**src/rtl/mem_bus_arbiter_pkg.sv**
```systemverilog
// rtl/mem_bus_arbiter_pkg.sv - shared bus command, requester enum and memory tag width
package mem_bus_arbiter_pkg;

    localparam int MEM_TAG_W = 4;

    typedef enum logic [1:0] {
        BUS_NONE  = 2'd0,
        BUS_LOAD  = 2'd1,
        BUS_STORE = 2'd2
    } BUS_COMMAND;

    typedef enum logic [1:0] {
        REQ_NONE   = 2'd0,
        REQ_ICACHE = 2'd1,
        REQ_DCACHE = 2'd2
    } MEM_REQUESTER;

endpackage

```
**src/rtl/mem_bus_arbiter_if.sv**
```systemverilog
// rtl/mem_bus_arbiter_if.sv - cache/memory bus bundle seen by the arbiter
interface mem_bus_arbiter_if
    import mem_bus_arbiter_pkg::*;
#(
    parameter int TAG_W = MEM_TAG_W
);
    BUS_COMMAND         Icache2mem_command;
    logic [63:0]        Icache2mem_addr;
    BUS_COMMAND         Dcache2mem_command;
    logic [63:0]        Dcache2mem_addr;
    logic [63:0]        Dcache2mem_data;
    logic [TAG_W-1:0]   mem2proc_response;
    logic [TAG_W-1:0]   mem2proc_tag;
    logic [63:0]        mem2proc_data;

    BUS_COMMAND         proc2mem_command;
    logic [63:0]        proc2mem_addr;
    logic [63:0]        proc2mem_data;
    logic [TAG_W-1:0]   mem2Icache_response;
    logic [TAG_W-1:0]   mem2Icache_tag;
    logic [TAG_W-1:0]   mem2Dcache_response;
    logic [TAG_W-1:0]   mem2Dcache_tag;
    logic [63:0]        mem2cache_data;
    logic               stray_tag_err;

    // master: the arbiter itself; slave: caches plus memory around it
    modport master (
        input  Icache2mem_command, Icache2mem_addr,
        input  Dcache2mem_command, Dcache2mem_addr, Dcache2mem_data,
        input  mem2proc_response, mem2proc_tag, mem2proc_data,
        output proc2mem_command, proc2mem_addr, proc2mem_data,
        output mem2Icache_response, mem2Icache_tag,
        output mem2Dcache_response, mem2Dcache_tag,
        output mem2cache_data, stray_tag_err
    );

    modport slave (
        output Icache2mem_command, Icache2mem_addr,
        output Dcache2mem_command, Dcache2mem_addr, Dcache2mem_data,
        output mem2proc_response, mem2proc_tag, mem2proc_data,
        input  proc2mem_command, proc2mem_addr, proc2mem_data,
        input  mem2Icache_response, mem2Icache_tag,
        input  mem2Dcache_response, mem2Dcache_tag,
        input  mem2cache_data, stray_tag_err
    );
endinterface

```
**src/rtl/mem_bus_arbiter_owner_table.sv**
```systemverilog
// rtl/mem_bus_arbiter_owner_table.sv - per-tag owner record for outstanding loads
module mem_tag_owner_table
    import mem_bus_arbiter_pkg::*;
#(
    parameter int TAG_W = MEM_TAG_W
) (
    input  logic             clock,
    input  logic             reset,
    input  logic             set_en_i,
    input  logic [TAG_W-1:0] set_tag_i,
    input  logic             set_is_dcache_i,
    input  logic [TAG_W-1:0] lk_tag_i,
    output logic             lk_valid_o,
    output logic             lk_is_dcache_o
);
    localparam int DEPTH = 2 ** TAG_W;

    logic [DEPTH-1:0] valid_q;
    logic [DEPTH-1:0] is_dcache_q;

    assign lk_valid_o     = (lk_tag_i != '0) && valid_q[lk_tag_i];
    assign lk_is_dcache_o = is_dcache_q[lk_tag_i];

    // The set is written after the clear so a new load reusing a returning tag keeps its entry.
    always_ff @(posedge clock or negedge reset) begin
        if (!reset) begin
            valid_q     <= '0;
            is_dcache_q <= '0;
        end else begin
            if (lk_valid_o)
                valid_q[lk_tag_i] <= 1'b0;
            if (set_en_i) begin
                valid_q[set_tag_i]     <= 1'b1;
                is_dcache_q[set_tag_i] <= set_is_dcache_i;
            end
        end
    end
endmodule

```
**src/rtl/mem_bus_arbiter.sv**
```systemverilog
// rtl/mem_bus_arbiter.sv - icache/dcache arbiter for the tagged main-memory port
module mem_bus_arbiter
    import mem_bus_arbiter_pkg::*;
#(
    parameter int MAX_DCACHE_BURST = 4,
    parameter int TAG_W            = MEM_TAG_W
) (
    input logic               clock,
    input logic               reset,
    mem_bus_arbiter_if.master bus
);
    localparam int BURST_W = $clog2(MAX_DCACHE_BURST + 1);
    localparam logic [BURST_W-1:0] BURST_MAX = BURST_W'(MAX_DCACHE_BURST);

    MEM_REQUESTER     grant;
    logic             ic_active;
    logic             dc_active;
    logic             accepted;
    logic [TAG_W-1:0] ret_tag;
    logic             lk_valid;
    logic             lk_is_dcache;
    logic [BURST_W-1:0] burst_q, burst_d;
    logic             stray_q, stray_d;

    // An icache store is illegal and simply never requests.
    assign ic_active = (bus.Icache2mem_command == BUS_LOAD);
    assign dc_active = (bus.Dcache2mem_command == BUS_LOAD) ||
                       (bus.Dcache2mem_command == BUS_STORE);

    // While reset is held every output is forced quiet, not just the registered state.
    always_comb begin
        grant = REQ_NONE;
        if (reset) begin
            if (ic_active && dc_active)
                grant = (burst_q == BURST_MAX) ? REQ_ICACHE : REQ_DCACHE;
            else if (dc_active)
                grant = REQ_DCACHE;
            else if (ic_active)
                grant = REQ_ICACHE;
        end
    end

    always_comb begin
        bus.proc2mem_command = BUS_NONE;
        bus.proc2mem_addr    = '0;
        bus.proc2mem_data    = '0;
        case (grant)
            REQ_ICACHE: begin
                bus.proc2mem_command = BUS_LOAD;
                bus.proc2mem_addr    = bus.Icache2mem_addr;
            end
            REQ_DCACHE: begin
                bus.proc2mem_command = bus.Dcache2mem_command;
                bus.proc2mem_addr    = bus.Dcache2mem_addr;
                bus.proc2mem_data    = bus.Dcache2mem_data;
            end
            default: ;
        endcase
    end

    assign accepted = (grant != REQ_NONE) && (bus.mem2proc_response != '0);

    assign bus.mem2Icache_response = (grant == REQ_ICACHE) ? bus.mem2proc_response : '0;
    assign bus.mem2Dcache_response = (grant == REQ_DCACHE) ? bus.mem2proc_response : '0;

    assign ret_tag            = reset ? bus.mem2proc_tag : '0;
    assign bus.mem2cache_data = reset ? bus.mem2proc_data : '0;

    mem_tag_owner_table #(
        .TAG_W (TAG_W)
    ) u_owner (
        .clock           (clock),
        .reset           (reset),
        .set_en_i        (accepted && (bus.proc2mem_command == BUS_LOAD)),
        .set_tag_i       (bus.mem2proc_response),
        .set_is_dcache_i (grant == REQ_DCACHE),
        .lk_tag_i        (ret_tag),
        .lk_valid_o      (lk_valid),
        .lk_is_dcache_o  (lk_is_dcache)
    );

    assign bus.mem2Icache_tag = (lk_valid && !lk_is_dcache) ? ret_tag : '0;
    assign bus.mem2Dcache_tag = (lk_valid &&  lk_is_dcache) ? ret_tag : '0;
    assign stray_d            = (ret_tag != '0) && !lk_valid;
    assign bus.stray_tag_err  = stray_q;

    always_comb begin
        burst_d = burst_q;
        if (accepted && grant == REQ_ICACHE)
            burst_d = '0;
        else if (!ic_active)
            burst_d = '0;
        else if (accepted && grant == REQ_DCACHE && burst_q != BURST_MAX)
            burst_d = burst_q + BURST_W'(1);
    end

    always_ff @(posedge clock or negedge reset) begin
        if (!reset) begin
            burst_q <= '0;
            stray_q <= 1'b0;
        end else begin
            burst_q <= burst_d;
            stray_q <= stray_d;
        end
    end
endmodule

```
**src/flat_wrapper.sv**
```systemverilog
// flat-port wrapper written by rule: the top's interface ports become plain ports
module mem_bus_arbiter_flat import mem_bus_arbiter_pkg::*;
#(
    parameter int MAX_DCACHE_BURST = 4,
    parameter int TAG_W            = MEM_TAG_W
)
  (clock, reset, bus_Icache2mem_command, bus_Icache2mem_addr, bus_Dcache2mem_command, bus_Dcache2mem_addr, bus_Dcache2mem_data, bus_mem2proc_response, bus_mem2proc_tag, bus_mem2proc_data, bus_proc2mem_command, bus_proc2mem_addr, bus_proc2mem_data, bus_mem2Icache_response, bus_mem2Icache_tag, bus_mem2Dcache_response, bus_mem2Dcache_tag, bus_mem2cache_data, bus_stray_tag_err);
  mem_bus_arbiter_if #(.TAG_W(TAG_W)) bus_i ();
  input logic clock;
  input logic reset;
  input wire logic [$bits(bus_i.Icache2mem_command)-1:0] bus_Icache2mem_command;
  input wire logic [$bits(bus_i.Icache2mem_addr)-1:0] bus_Icache2mem_addr;
  input wire logic [$bits(bus_i.Dcache2mem_command)-1:0] bus_Dcache2mem_command;
  input wire logic [$bits(bus_i.Dcache2mem_addr)-1:0] bus_Dcache2mem_addr;
  input wire logic [$bits(bus_i.Dcache2mem_data)-1:0] bus_Dcache2mem_data;
  input wire logic [$bits(bus_i.mem2proc_response)-1:0] bus_mem2proc_response;
  input wire logic [$bits(bus_i.mem2proc_tag)-1:0] bus_mem2proc_tag;
  input wire logic [$bits(bus_i.mem2proc_data)-1:0] bus_mem2proc_data;
  output wire logic [$bits(bus_i.proc2mem_command)-1:0] bus_proc2mem_command;
  output wire logic [$bits(bus_i.proc2mem_addr)-1:0] bus_proc2mem_addr;
  output wire logic [$bits(bus_i.proc2mem_data)-1:0] bus_proc2mem_data;
  output wire logic [$bits(bus_i.mem2Icache_response)-1:0] bus_mem2Icache_response;
  output wire logic [$bits(bus_i.mem2Icache_tag)-1:0] bus_mem2Icache_tag;
  output wire logic [$bits(bus_i.mem2Dcache_response)-1:0] bus_mem2Dcache_response;
  output wire logic [$bits(bus_i.mem2Dcache_tag)-1:0] bus_mem2Dcache_tag;
  output wire logic [$bits(bus_i.mem2cache_data)-1:0] bus_mem2cache_data;
  output wire logic [$bits(bus_i.stray_tag_err)-1:0] bus_stray_tag_err;
  assign bus_i.Icache2mem_command = bus_Icache2mem_command;
  assign bus_i.Icache2mem_addr = bus_Icache2mem_addr;
  assign bus_i.Dcache2mem_command = bus_Dcache2mem_command;
  assign bus_i.Dcache2mem_addr = bus_Dcache2mem_addr;
  assign bus_i.Dcache2mem_data = bus_Dcache2mem_data;
  assign bus_i.mem2proc_response = bus_mem2proc_response;
  assign bus_i.mem2proc_tag = bus_mem2proc_tag;
  assign bus_i.mem2proc_data = bus_mem2proc_data;
  assign bus_proc2mem_command = bus_i.proc2mem_command;
  assign bus_proc2mem_addr = bus_i.proc2mem_addr;
  assign bus_proc2mem_data = bus_i.proc2mem_data;
  assign bus_mem2Icache_response = bus_i.mem2Icache_response;
  assign bus_mem2Icache_tag = bus_i.mem2Icache_tag;
  assign bus_mem2Dcache_response = bus_i.mem2Dcache_response;
  assign bus_mem2Dcache_tag = bus_i.mem2Dcache_tag;
  assign bus_mem2cache_data = bus_i.mem2cache_data;
  assign bus_stray_tag_err = bus_i.stray_tag_err;
  mem_bus_arbiter #(.MAX_DCACHE_BURST(MAX_DCACHE_BURST), .TAG_W(TAG_W)) u_core (.clock(clock), .reset(reset), .bus(bus_i));
endmodule
```
**config.mk**
```make
export PLATFORM = sky130hd
export DESIGN_NAME = mem_bus_arbiter_flat
export DESIGN_NICKNAME = d
export VERILOG_FILES = /design/src/rtl/mem_bus_arbiter_pkg.sv /design/src/rtl/mem_bus_arbiter_if.sv /design/src/rtl/mem_bus_arbiter_owner_table.sv /design/src/rtl/mem_bus_arbiter.sv /design/src/flat_wrapper.sv
export SDC_FILE = /design/constraint.sdc
export NUM_CORES = 1
export LEC_CHECK = 0
export ABC_CLOCK_PERIOD_IN_PS = 5200
export CORE_AREA = 5 5 183 185
export DETAILED_ROUTE_END_ITERATION = 6
export DIE_AREA = 0 0 188 190
export HOLD_SLACK_MARGIN = 0.05
export SKIP_LAST_GASP = 1
export SYNTH_ARGS = -nofsm -noshare
export SYNTH_HDL_FRONTEND = slang
export SYNTH_SLANG_ARGS = --single-unit
```
**constraint.sdc**
```tcl
create_clock -name clock -period 5.2 [get_ports clock]
set_clock_uncertainty 0.2 [all_clocks]
set_input_delay 0.78 -clock clock [delete_from_list [all_inputs] [get_ports clock]]
set_output_delay 0.78 -clock clock [all_outputs]
set_load 0.03 [all_outputs]
```
* Word level (Yosys, flattened, before mapping)
Cells that the tools add are included.
Word-level totals: flip-flop bits (word level) 36, input bits 270
Cells by class: add/sub/neg operators 1, order comparisons 4, eq/ne operators 9, muxes and demuxes 28, bitwise logic cells 3, reductions and logical operators 18
Operator list (count):
- 64-bit 2-to-1 mux | 2
- 64-bit one-hot mux with 2 select lines | 1
- 16-bit 2-to-1 mux | 2
- 4-bit 2-to-1 mux | 5
- 16-bit bitwise AND | 1
- 16-bit bitwise mux | 1
- 16-bit NOT | 1
- 16-bit OR | 1
- 1-bit logical AND | 12
- 4-bit by 5-bit < comparator with 1-bit output, second input constant | 2
- 3-bit 2-to-1 mux | 3
- 1-bit binary-select mux with 4-bit select | 2
- 1-bit demux with 4-bit select | 2
- 2-bit by 1-bit == test with 1-bit output, second input constant | 4
- 4-bit by 1-bit >= comparator with 1-bit output, second input constant | 2
- 2-bit 2-to-1 mux | 4
- 4-bit nonzero test | 2
- 3-bit != test, second input constant | 2
- 1-bit 2-to-1 mux | 5
- 2-bit == test, second input constant | 2
- 2-bit one-hot mux with 2 select lines | 1
- 3-bit by 1-bit adder with 3-bit output, second input constant | 1
- 3-bit == test, second input constant | 1
- 1-bit zero test | 2
- 2 further kinds | 2

* Longest topological paths before layout
Gate-level depths: netlist of run 1.
depth after elaboration 12, gate-level depth with buffers 12

* Modules after synthesis
Synthesis of run 1 repeated with hierarchy kept, for this count alone.
Unflattened totals: cells, all modules 496, area total of the unflattened synthesis 3718.6 um^2
By module, submodules not included:
- mem_bus_arbiter | times used 1, cells an instance 366, area an instance 2170.8 um^2, sequential area each 100.1 um^2
- mem_tag_owner_table | times used 1, cells an instance 130, area an instance 1547.7 um^2, sequential area each 775.7 um^2

* Least setup slack after synthesis of run 1
OpenSTA, ideal clock, no wires.
kind in2out, start in reset, end out bus_proc2mem_addr[27], data arrival time 2.930 ns, data required time 4.220 ns, slack 1.290 ns, stages on the path 10, cells stage by stage buf_4 -> clkbuf_1 -> clkbuf_1 -> and3_1 -> ha_1 -> buf_2 -> clkbuf_1 -> clkbuf_1 -> a22oi_1 -> nor2_1
On the way: longest elaborated chain between the ends 3
Ends and longest elaborated chain:
- from (decl) | RTL line flat_wrapper.sv:10 | input logic reset;
- 2-bit 2-to-1 mux * | RTL line mem_bus_arbiter.sv:33 | if (reset) begin
- 2-bit == test / 2-bit by 1-bit == test with 1-bit output (equally long branches) | RTL line mem_bus_arbiter.sv:47 | case (grant)
- 64-bit one-hot mux with 2 select lines * | RTL line mem_bus_arbiter.sv:47
- to (decl) | RTL line flat_wrapper.sv:20 | output wire logic [$bits(bus_i.proc2mem_addr)-1:0] bus_proc2mem_addr;
Mark *: on every way between the ends. The rest lies on a longest branch, timed or not.

* Worst setup path after layout of run 1
start in bus_mem2proc_tag[0], end out bus_mem2Dcache_tag[2]
On the way: longest elaborated chain between the ends 6
Ends and longest elaborated chain:
- from (decl) | RTL line flat_wrapper.sv:17 | input wire logic [$bits(bus_i.mem2proc_tag)-1:0] bus_mem2proc_tag;
- 4-bit 2-to-1 mux * | RTL line mem_bus_arbiter.sv:66 | assign ret_tag = reset ? bus.mem2proc_tag : '0;
- 1-bit binary-select mux with 4-bit select | RTL line mem_bus_arbiter_owner_table.sv:21 | assign lk_valid_o = (lk_tag_i != '0) && valid_q[lk_tag_i];
- 1-bit 2-to-1 mux (not written as such) | RTL line mem_bus_arbiter_owner_table.sv:21
- 1-bit logical AND | RTL line mem_bus_arbiter_owner_table.sv:21
- 1-bit logical AND * | RTL line mem_bus_arbiter.sv:83 | assign bus.mem2Dcache_tag = (lk_valid && lk_is_dcache) ? ret_tag : '0;
- 4-bit 2-to-1 mux * | RTL line mem_bus_arbiter.sv:83
- to (decl) | RTL line flat_wrapper.sv:25 | output wire logic [$bits(bus_i.mem2Dcache_tag)-1:0] bus_mem2Dcache_tag;
Mark *: on every way between the ends. The rest lies on a longest branch, timed or not. The select of a mux whose other input is x is not followed.

==> results.json, run 1 <==
{
  "clock.fmax_mhz": 213.4,
  "crit_chain": "clkdlybuf4s50_1 > buf_4 > or3b_1 > a21o_1 > a32oi_2 > or3_1 > nor2_1 > clkdlybuf4s50_1",
  "crit_fanout": 15,
  "fin_crit_ns": 4.687,
  "clk_latency_ns": 0.28,
  "ctsResizeCount": 0,
  "grt_pass1_vias": 5846,
  "fp.dieW_um": 188,
  "grt_setup_unrepaired": "no",
  "hold_viol": 0,
  "cts-htree-levels": 2,
  "synth_edf_count": 0,
  "final_common_cell": "clkdlybuf4s50_1",
  "drt_iter0_markers": 215,
  "coreArea_um2": 31880,
  "post_drt_wl_per_cell_um": 19.22,
  "cp_slowest_stage_delay_ns": 0.70,
  "r2r_cells": 13,
  "grt_max_degree": 64,
  "grt-ovfl-total": 0,
  "seqPwrFrac_pct": 22.0,
  "yosys_warnings": 0,
  "cts_buffers": 5,
  "rows": 66,
  "synth_cell_types": 56,
  "switching_share_pct": 35.98,
  "holdCritPathClass": "reg -> reg",
  "routed_wl_mm": 26.72,
  "required_ns": 4.22,
  "clkTransAtPathRegs_ns": 0.05,
  "synth_area_per_cell_um2": 7.472,
  "route.detailed.drc": 0,
  "critical_path_arrival_ns": 3.71,
  "min_period_over_period_pct": 90.13,
  "crit_path_frequent_cell": "clkdlybuf4s50_1",
  "cp-end-kind": "output pin",
  "status": "completed",
  "die_height_um": 190,
  "cts_hold_buf": 0,
  "place_ws_ns": 0.5276,
  "timing.max_cap.violations": 0,
  "worstSetupPathType": "in -> out",
  "hpwl_mm": 23.13,
  "post_cts_buffers": 0,
  "cts.sinks": 36,
  "switchingPower_uw": 484.9,
  "mostFrequentLayoutCells": "479 x clkdlybuf4s50_1, 137 x and2_1, 87 x nor2_1, 65 x a22oi_1, 36 x dfrtp_1",
  "maxSlewHeadroom_pct": 60.98,
  "leakagePower_nw": 3.440,
  "syn_area_um2": 3968,
  "clkPwrFrac_pct": 22.1,
  "postRouteAntennaNets": 0,
  "drive_above_1_share_pct": 6.014,
  "combinationalPowerShare_pct": 55.9,
  "nNetsFinal": 1255,
  "tns_ns": 0,
  "grt_pass1_wl_mm": 37.99,
  "cp_top_family": "buffers and inverters",
  "synthCells": 531,
  "drt-pass1-iter-count": 5,
  "cp_slowest_cell": "clkdlybuf4s50_1",
  "via_per_inst": 4.029,
  "p_per_area_nw_per_um2": 144.3,
  "ys_seq_area_share_pct": 22.71,
  "holdPathStages": 0,
  "fillCellCount": 3372,
  "synth_seq_cells": 36,
  "via_count": 5600,
  "io_pins": 481,
  "r2r_slack_ns": 1.65,
  "worst_slew_pin_slew_ns": 0.5853,
  "antenna_found_initial": 4,
  "gp_congestion": 0.8299,
  "cts_buffer_depth": 2,
  "worst-path-stages": 8,
  "setup_ws_ns": 0.5132,
  "cts_tree": "built",
  "p_int_uw": 862.8,
  "initial_core_util_pct": 12.45,
  "slew_viol_final": 0,
  "synthArstFlopShare_pct": 100.0,
  "die-area_um2": 35720,
  "ys.flop_type": "dfrtp_1",
  "gr-usage-all-layers_pct": 13.77,
  "area_delta_synth_final_pct": 135.4,
  "worstSetupStartpointType": "input port",
  "critPathBufInv": 3,
  "vdd_ir_drop_max_mv": 0.1073,
  "synthesis.nets": 806,
  "setup_viol": 0,
  "cts_root_buf": "clkbuf_16",
  "port_buffers": 480
}
## per-stage QoR
stage | power (mW) | utilization (%) | hold slack (ns) | area (um^2) | std cells
3_5_place_dp | 1.060 | 28.83 | 0.1806 | 9190 | 1381
2_1_floorplan | 0.6295 | - | 0.2218 | 3968 | 531
6_report | 1.348 | 29.31 | 0.1937 | 9341 | 1390
3_3_place_gp | 1.059 | 28.83 | 0.1831 | 9190 | 1381
5_1_grt | 1.420 | 29.31 | 0.2001 | 9341 | 1390
4_1_cts | 1.367 | 29.30 | 0.1923 | 9339 | 1389
## cell type report
type | instances | area [um^2] | share of cell area (%)
tap | 408 | 510.5 | 5.465
multi-input combinational | 436 | 2804 | 30.02
inverter | 6 | 22.52 | 0.2411
clock buffer | 6 | 138.9 | 1.487
timing repair buffer | 495 | 4952 | 53.01
clock inverter | 2 | 10.01 | 0.1072
sequential | 36 | 900.9 | 9.644
antenna | 1 | 2.502 | 0.02679
## synth_stat cells (6+ instances only)
| cell | n | area share (%) |
|---|---|---|
| a22oi_1 | 65 | 12 |
| and2_1 | 137 | 22 |
| clkbuf_1 | 41 | 3.9 |
| dfrtp_1 | 36 | 23 |
| inv_1 | 6 | 0.57 |
| mux2_2 | 16 | 4.5 |
| nand2_1 | 22 | 2.1 |
| nand2b_1 | 6 | 0.95 |
| nand3_1 | 8 | 1.0 |
| nor2_1 | 87 | 8.2 |
| nor3b_1 | 8 | 1.5 |
| o21ai_0 | 17 | 2.1 |
## worst paths after layout
kind | from | endpoint
worst min register to register | flip-flop | flip-flop
worst min-delay path | flip-flop | flip-flop
max in group asynchronous | reset | u_core.u_owner.is_dcache_q[7]
worst max-delay path | bus_mem2proc_tag[0] | bus_mem2Dcache_tag[2]
worst max register to register | u_core.burst_q[0] | u_core.u_owner.is_dcache_q[12]
min in group asynchronous | reset | u_core.u_owner.valid_q[13]
## cell families after synthesis
group / after synthesis / synth area share, %
simple gates: 300 / 42.26
compound gates: 109 / 20.47
buf+inv: 59 / 7.001
flops: 36 / 22.71
mux: 19 / 5.329
fa+ha+maj: 5 / 1.577
xor+xnor: 3 / 0.6624
## state kept, by name, indices dropped and copies added (netlist names), named ones only
name,cells
u_core.u_owner.valid_q,15
u_core.burst_q,3
u_core.bus.stray_tag_err,1
u_core.u_owner.is_dcache_q,16
## metal layers
metal | wire length (um) | global-route usage [%]
met1 | 10570 | 16.24
met2 | 13390 | 24.21
met3 | 2448 | 5.028
met4 | 281 | 2.597
met5 | 27 | 0
## power by group through the flow
stage,combinational [mW],sequential (mW),clock (mW)
4_1_cts,0.763,0.297,0.307
3_3_place_gp,0.758,0.301,0
6_report,0.753,0.297,0.298
5_1_grt,0.800,0.298,0.322
3_5_place_dp,0.759,0.301,0
2_1_floorplan,0.329,0.301,0
(Power assumes the default switching activity.)
==> inputs of run 2 (changes only) <==
ABC_CLOCK_PERIOD_IN_PS = 3790   (was 5200)
CORE_AREA = 5 5 186 188   (was 5 5 183 185)
DIE_AREA = 0 0 191 193   (was 0 0 188 190)
clock period = 3.79 ns   (was 5.2 ns; I/O delays follow)
==> results.json, run 2 (same netlist as run 1, synthesis figures left out) <==
{
  "status": "completed",
  "die_height_um": 193,
  "busiest_layer": "met2",
  "tns_ns": 0,
  "dp_cells": 1439,
  "slew_viol_final": 0,
  "vdd_ir_drop_max_mv": 0.1393,
  "leakagePower_nw": 3.972,
  "regMostFlops": "u_core.u_owner.is_dcache_q",
  "io_pins": 481,
  "place_ws_ns": 0.03623,
  "post-route-util_pct": 30.64,
  "area_delta_synth_final_pct": 154.4,
  "drt-pass1-iter-count": 5,
  "grtUsageMet3_pct": 5.203,
  "route.detailed.drc": 0,
  "gp_congestion": 0.8666,
  "clkTransAtPathRegs_ns": 0.05,
  "cts_tree": "built",
  "met1_usage_pct": 14.83,
  "required_ns": 3.02,
  "post_drt_wl_per_cell_um": 19.12,
  "hp-start": "u_core.u_owner.is_dcache_q[0]",
  "grt_use_met2_pct": 24.71,
  "drt_iter0_markers": 281,
  "setup_ws_ns": 0.03431,
  "mostFrequentLayoutCells": "354 x clkdlybuf4s50_1, 137 x and2_1, 87 x nor2_1, 85 x buf_4, 73 x buf_12",
  "postRouteAntennaNets": 0,
  "grt_max_degree": 73,
  "die-area_um2": 36860,
  "cp-end-kind": "output pin",
  "grt_setup_unrepaired": "yes",
  "hold_ws_ns": 0.1777,
  "grt_pass1_vias": 5798,
  "grt-ovfl-total": 0,
  "crit_fanout": 31,
  "coreArea_um2": 32950,
  "gr-usage-all-layers_pct": 13.56,
  "via_per_inst": 3.954,
  "hold_viol": 0,
  "cts_buffer_depth": 2,
  "setup_viol": 0,
  "fin_cells": 1448,
  "worst_slew_pin_slew_ns": 0.5901,
  "grt_pass1_wl_mm": 37.85,
  "final_common_cell": "clkdlybuf4s50_1",
  "r2r-start": "u_core.burst_q[0]",
  "cts-htree-levels": 2,
  "p_per_area_nw_per_um2": 189.7,
  "fp.dieW_um": 191,
  "startpoint": "bus_Dcache2mem_command[0]",
  "fin_crit_ns": 3.756,
  "reg_top3": "u_core.u_owner.is_dcache_q: 16 flops, u_core.u_owner.valid_q: 15 flops, u_core.burst_q: 3 flops",
  "worstSetupPathType": "in -> out",
  "initial_core_util_pct": 12.04,
  "via_count": 5726,
  "worstSetupStartpointType": "input port",
  "cts.sinks": 36,
  "antenna_found_initial": 3,
  "maxSlewHeadroom_pct": 60.66,
  "place_area_um2": 9941,
  "min_period_over_period_pct": 99.09,
  "cts_buffers": 5,
  "timing.max_cap.violations": 0,
  "clock.fmax_mhz": 266.3,
  "post_cts_buffers": 0,
  "fillCellCount": 3459,
  "routed_wl_mm": 27.68,
  "drive_above_1_share_pct": 20.02,
  "fin_area_um2": 10090,
  "hpwl_mm": 24.05,
  "clk_latency_ns": 0.28,
  "rows": 67,
  "critical_path_arrival_ns": 2.99,
  "holdCritPathClass": "reg -> reg",
  "nNetsFinal": 1274,
  "cts_root_buf": "clkbuf_16",
  "port_buffers": 480,
  "finalPower_mw": 1.915,
  "largest_register_ffs": 16
}
## run 2: changes by cell type in the layout (fill, tap and decap cells not counted), sizes merged
cell / before / now
buf: 16 / 158
clkbuf: 6 / 5
clkdlybuf4s50: 479 / 354
clkinv: 2 / 1
clkinvlp: 0 / 1
dlygate4sd3: 0 / 1
dlymetal6s2s: 0 / 1
## run 2: worst max-delay path, stage by stage
cell and delay [ns]:
clkdlybuf4s50_1 0.49, xor2_1 0.20, nand2_1 0.07, and3_1 0.18, ha_2 0.71, nor2_1 0.12, clkdlybuf4s50_1 0.63
## run 2: metal layers
metal,share of wire [%],up-vias
met5,0.090,-
met4,2.1,4
met3,11,20
met2,52,290
met1,35,2650
li1,-,2762
## run 2: worst paths after layout
kind                            slack, ns  cells after the start                              to
min in group asynchronous            0.20                      2               u_core.burst_q[2]
worst max register to register       0.66                     14  u_core.u_owner.is_dcache_q[13]
worst max-delay path                 0.03                      7           bus_proc2mem_addr[58]
max in group asynchronous            2.65                      2      u_core.u_owner.valid_q[13]
worst min-delay path                 0.18                      0   u_core.u_owner.is_dcache_q[0]
worst min register to register       0.18                      0   u_core.u_owner.is_dcache_q[0]
## run 2: where the power goes
part / leakage [nW] / switching (mW) / total (mW) / internal, mW
Clock: 0.0657 / 0.152 / 0.390 / 0.238
Combinational: 3.41 / 0.535 / 1.12 / 0.584
Sequential: 0.498 / 0.00702 / 0.406 / 0.399
## run 2: final cells by class
type / count / area [um^2] / share of cell area, %
clock buffers: 5 / 125.1 / 1.240
multi-input cells: 436 / 2804 / 27.78
repair buffers: 514 / 5665 / 56.13
well taps: 448 / 560.5 / 5.554
clock inverters: 2 / 12.51 / 0.1240
inverters: 6 / 22.52 / 0.2231
flip-flops and latches: 36 / 900.9 / 8.925
diodes: 1 / 2.502 / 0.02479
## run 2: what timing repair did
action,4_1_cts,5_1_grt
gates resized for setup,0,1
endpoints found under the setup margin,0,37
hold endpoints to repair,2,0
hold buffers,1,0
==> variant (flow settings as in run 2) <==
The package constant `MEM_TAG_W` goes from 4 to 5.
--- a/src/rtl/mem_bus_arbiter_pkg.sv
+++ b/src/rtl/mem_bus_arbiter_pkg.sv
@@ -1,7 +1,7 @@
 // rtl/mem_bus_arbiter_pkg.sv - shared bus command, requester enum and memory tag width
 package mem_bus_arbiter_pkg;
 
-    localparam int MEM_TAG_W = 4;
+    localparam int MEM_TAG_W = 5;
 
     typedef enum logic [1:0] {
         BUS_NONE  = 2'd0,
Ports: changed (6 resized); port bits go from 481 to 487. No check against the original RTL was run, so the function may have changed too.
==> variant against run 2 <==
- sequential power grew 84%
- worst setup slack gained 0.0091 ns
- sequential share of layout area grew 4.3 points
- area after synthesis grew 45%
- cell area grew 28%
- wire length grew 50%
- power grew 56%
- sequential cell count grew 32
- critical endpoint is now bus_mem2Icache_tag[1]
- largest cell class unchanged
==> variant: results (changes against run 2) <==
[setup_path]
cp.arrival_ns=2.98  ; about the same
slowest_stage=clkdlybuf4s50_1
path_max_fanout=29  ; -6.5%
crit_end=bus_mem2Icache_tag[1]
cp-startpoint=bus_mem2proc_tag[1]
rr_endpoint=u_core.u_owner.is_dcache_q[12]$_DFFE_PN0P_
r2r_slack_ns=0.33  ; -0.33 ns
cpPeakStageDelay_ns=0.51  ; -0.20 ns

[timing]
whs_ns=0.187  ; +0.00934 ns
slew_headroom_pct=54.7  ; -6.0 points
min_period_ns=3.75  ; -0.00913 ns

[global_routing]
track_usage_pct=21.5  ; +7.9 points
grt_max_degree=98  ; +34%
antenna_found_initial=12  ; +9
grt_pass1_wl_um=56900  ; +50%
grt_pass1_vias=7540  ; +30%

[placement]
dpl.cell_count=1628  ; +13%
dp_hpwl_um=35900  ; +49%
place_congestion=0.876  ; +1.0%
post-place-ws_ns=-0.0396  ; -0.0758 ns
place_area_sq_um=12500  ; +25%
portBuffers=486  ; +1.3%

[synthesis]
synth_fp_nets=959  ; +19%
yosys-top-cells-area=dfrtp_1 30%, and2_1 15%, a22oi_1 8.4%
ys_seq_area_share_pct=29.6  ; +6.9 points
ys_top_cells_by_count=141 x and2_1, 79 x nor2_1, 68 x dfrtp_1
synth.distinct_cells=64  ; +14%
synth_async_sr_flop_share_pct=100  ; unchanged
avgSynthCellArea_sq_um=8.42  ; +13%

[power_and_ir_drop]
powerDensity_nw_per_um2=232  ; +22%
p_leak_nw=5.21  ; +31%
peakVddDrop_v=0.000216  ; +55%

[cells_and_area]
top_regs=u_core.u_owner.is_dcache_q: 32 flops, u_core.u_owner.valid_q: 32 flops, u_core.burst_q: 3 flops
nets=1471  ; +15%
drive_gt1_share_pct=26.2  ; +6.2 points
nFillCells=3239  ; -6.4%

[drt]
viasPerCell=4.52  ; +14%
drt-initial-drc-count=530  ; +89%
wl_per_cell_um=25.1  ; +31%
wirelength_um=41500  ; +50%

[clock_network]
clkLatencyLatePin_ns=0.34  ; +0.06 ns
cts_inserted_buffers=9  ; +4
htree_num_levels=3  ; +1

[hold_path]
worstHoldPathType=in2async

[outcome]
outcome=complete, no violations

variant: logic make-up (layout without fill, tap and decap cells):
logic type	Yosys count	in the layout	share of synthesized area, %
fa+ha+maj	5	5	1.09
buf+inv	73	590	5.68
other cells	0	9	0
simple gates	322	322	31.0
flops	68	68	29.6
xor+xnor	3	3	0.458
compound gates	164	164	21.9
mux	47	47	10.3
variant: metal layers:
layer | track usage (%) | wire [um]
met3 | 8.19 | 3920
met5 | 0 | 75
met4 | 2.68 | 466
met2 | 31.6 | 17800
met1 | 30.8 | 19200
variant: repair_timing:
action / CTS / global route
hold buffers: 1 / 0
resized for setup: 1 / 6
pin swaps: 0 / 2
cloned: 0 / 1
buffers inserted: 0 / 1
endpoints found under the setup margin: 1 / 19
hold endpoints to repair: 12 / 0
variant: worst register-to-register path, stage by stage, from the launching register on:
cell	delay [ns]
dfrtp_1	0.36
inv_1	0.08
ha_1	0.22
nand2_1	0.14
nand2_1	0.06
and3_1	0.18
inv_1	0.13
ha_4	0.16
buf_4	0.19
a21oi_1	0.20
nor4_4	0.40
nand2_1	0.24
nor2_2	0.34
nand2_1	0.16
mux2_2	0.29
variant: power by group:
part | internal, mW | switching (mW) | total (mW)
clock network | 0.593 | 0.324 | 0.918
registers | 0.740 | 0.00798 | 0.748
logic | 0.662 | 0.664 | 1.33
total | 2.00 | 0.996 | 2.99
variant: cell type report:
| class | count | share of cell area, % |
|---|---|---|
| inverter | 10 | 0.291 |
| antenna | 9 | 0.175 |
| multi-input combinational | 541 | 29.1 |
| timing repair buffer | 564 | 50.4 |
| clock inverter | 6 | 0.679 |
| clock buffer | 10 | 1.85 |
| tap | 448 | 4.35 |
| sequential | 68 | 13.2 |
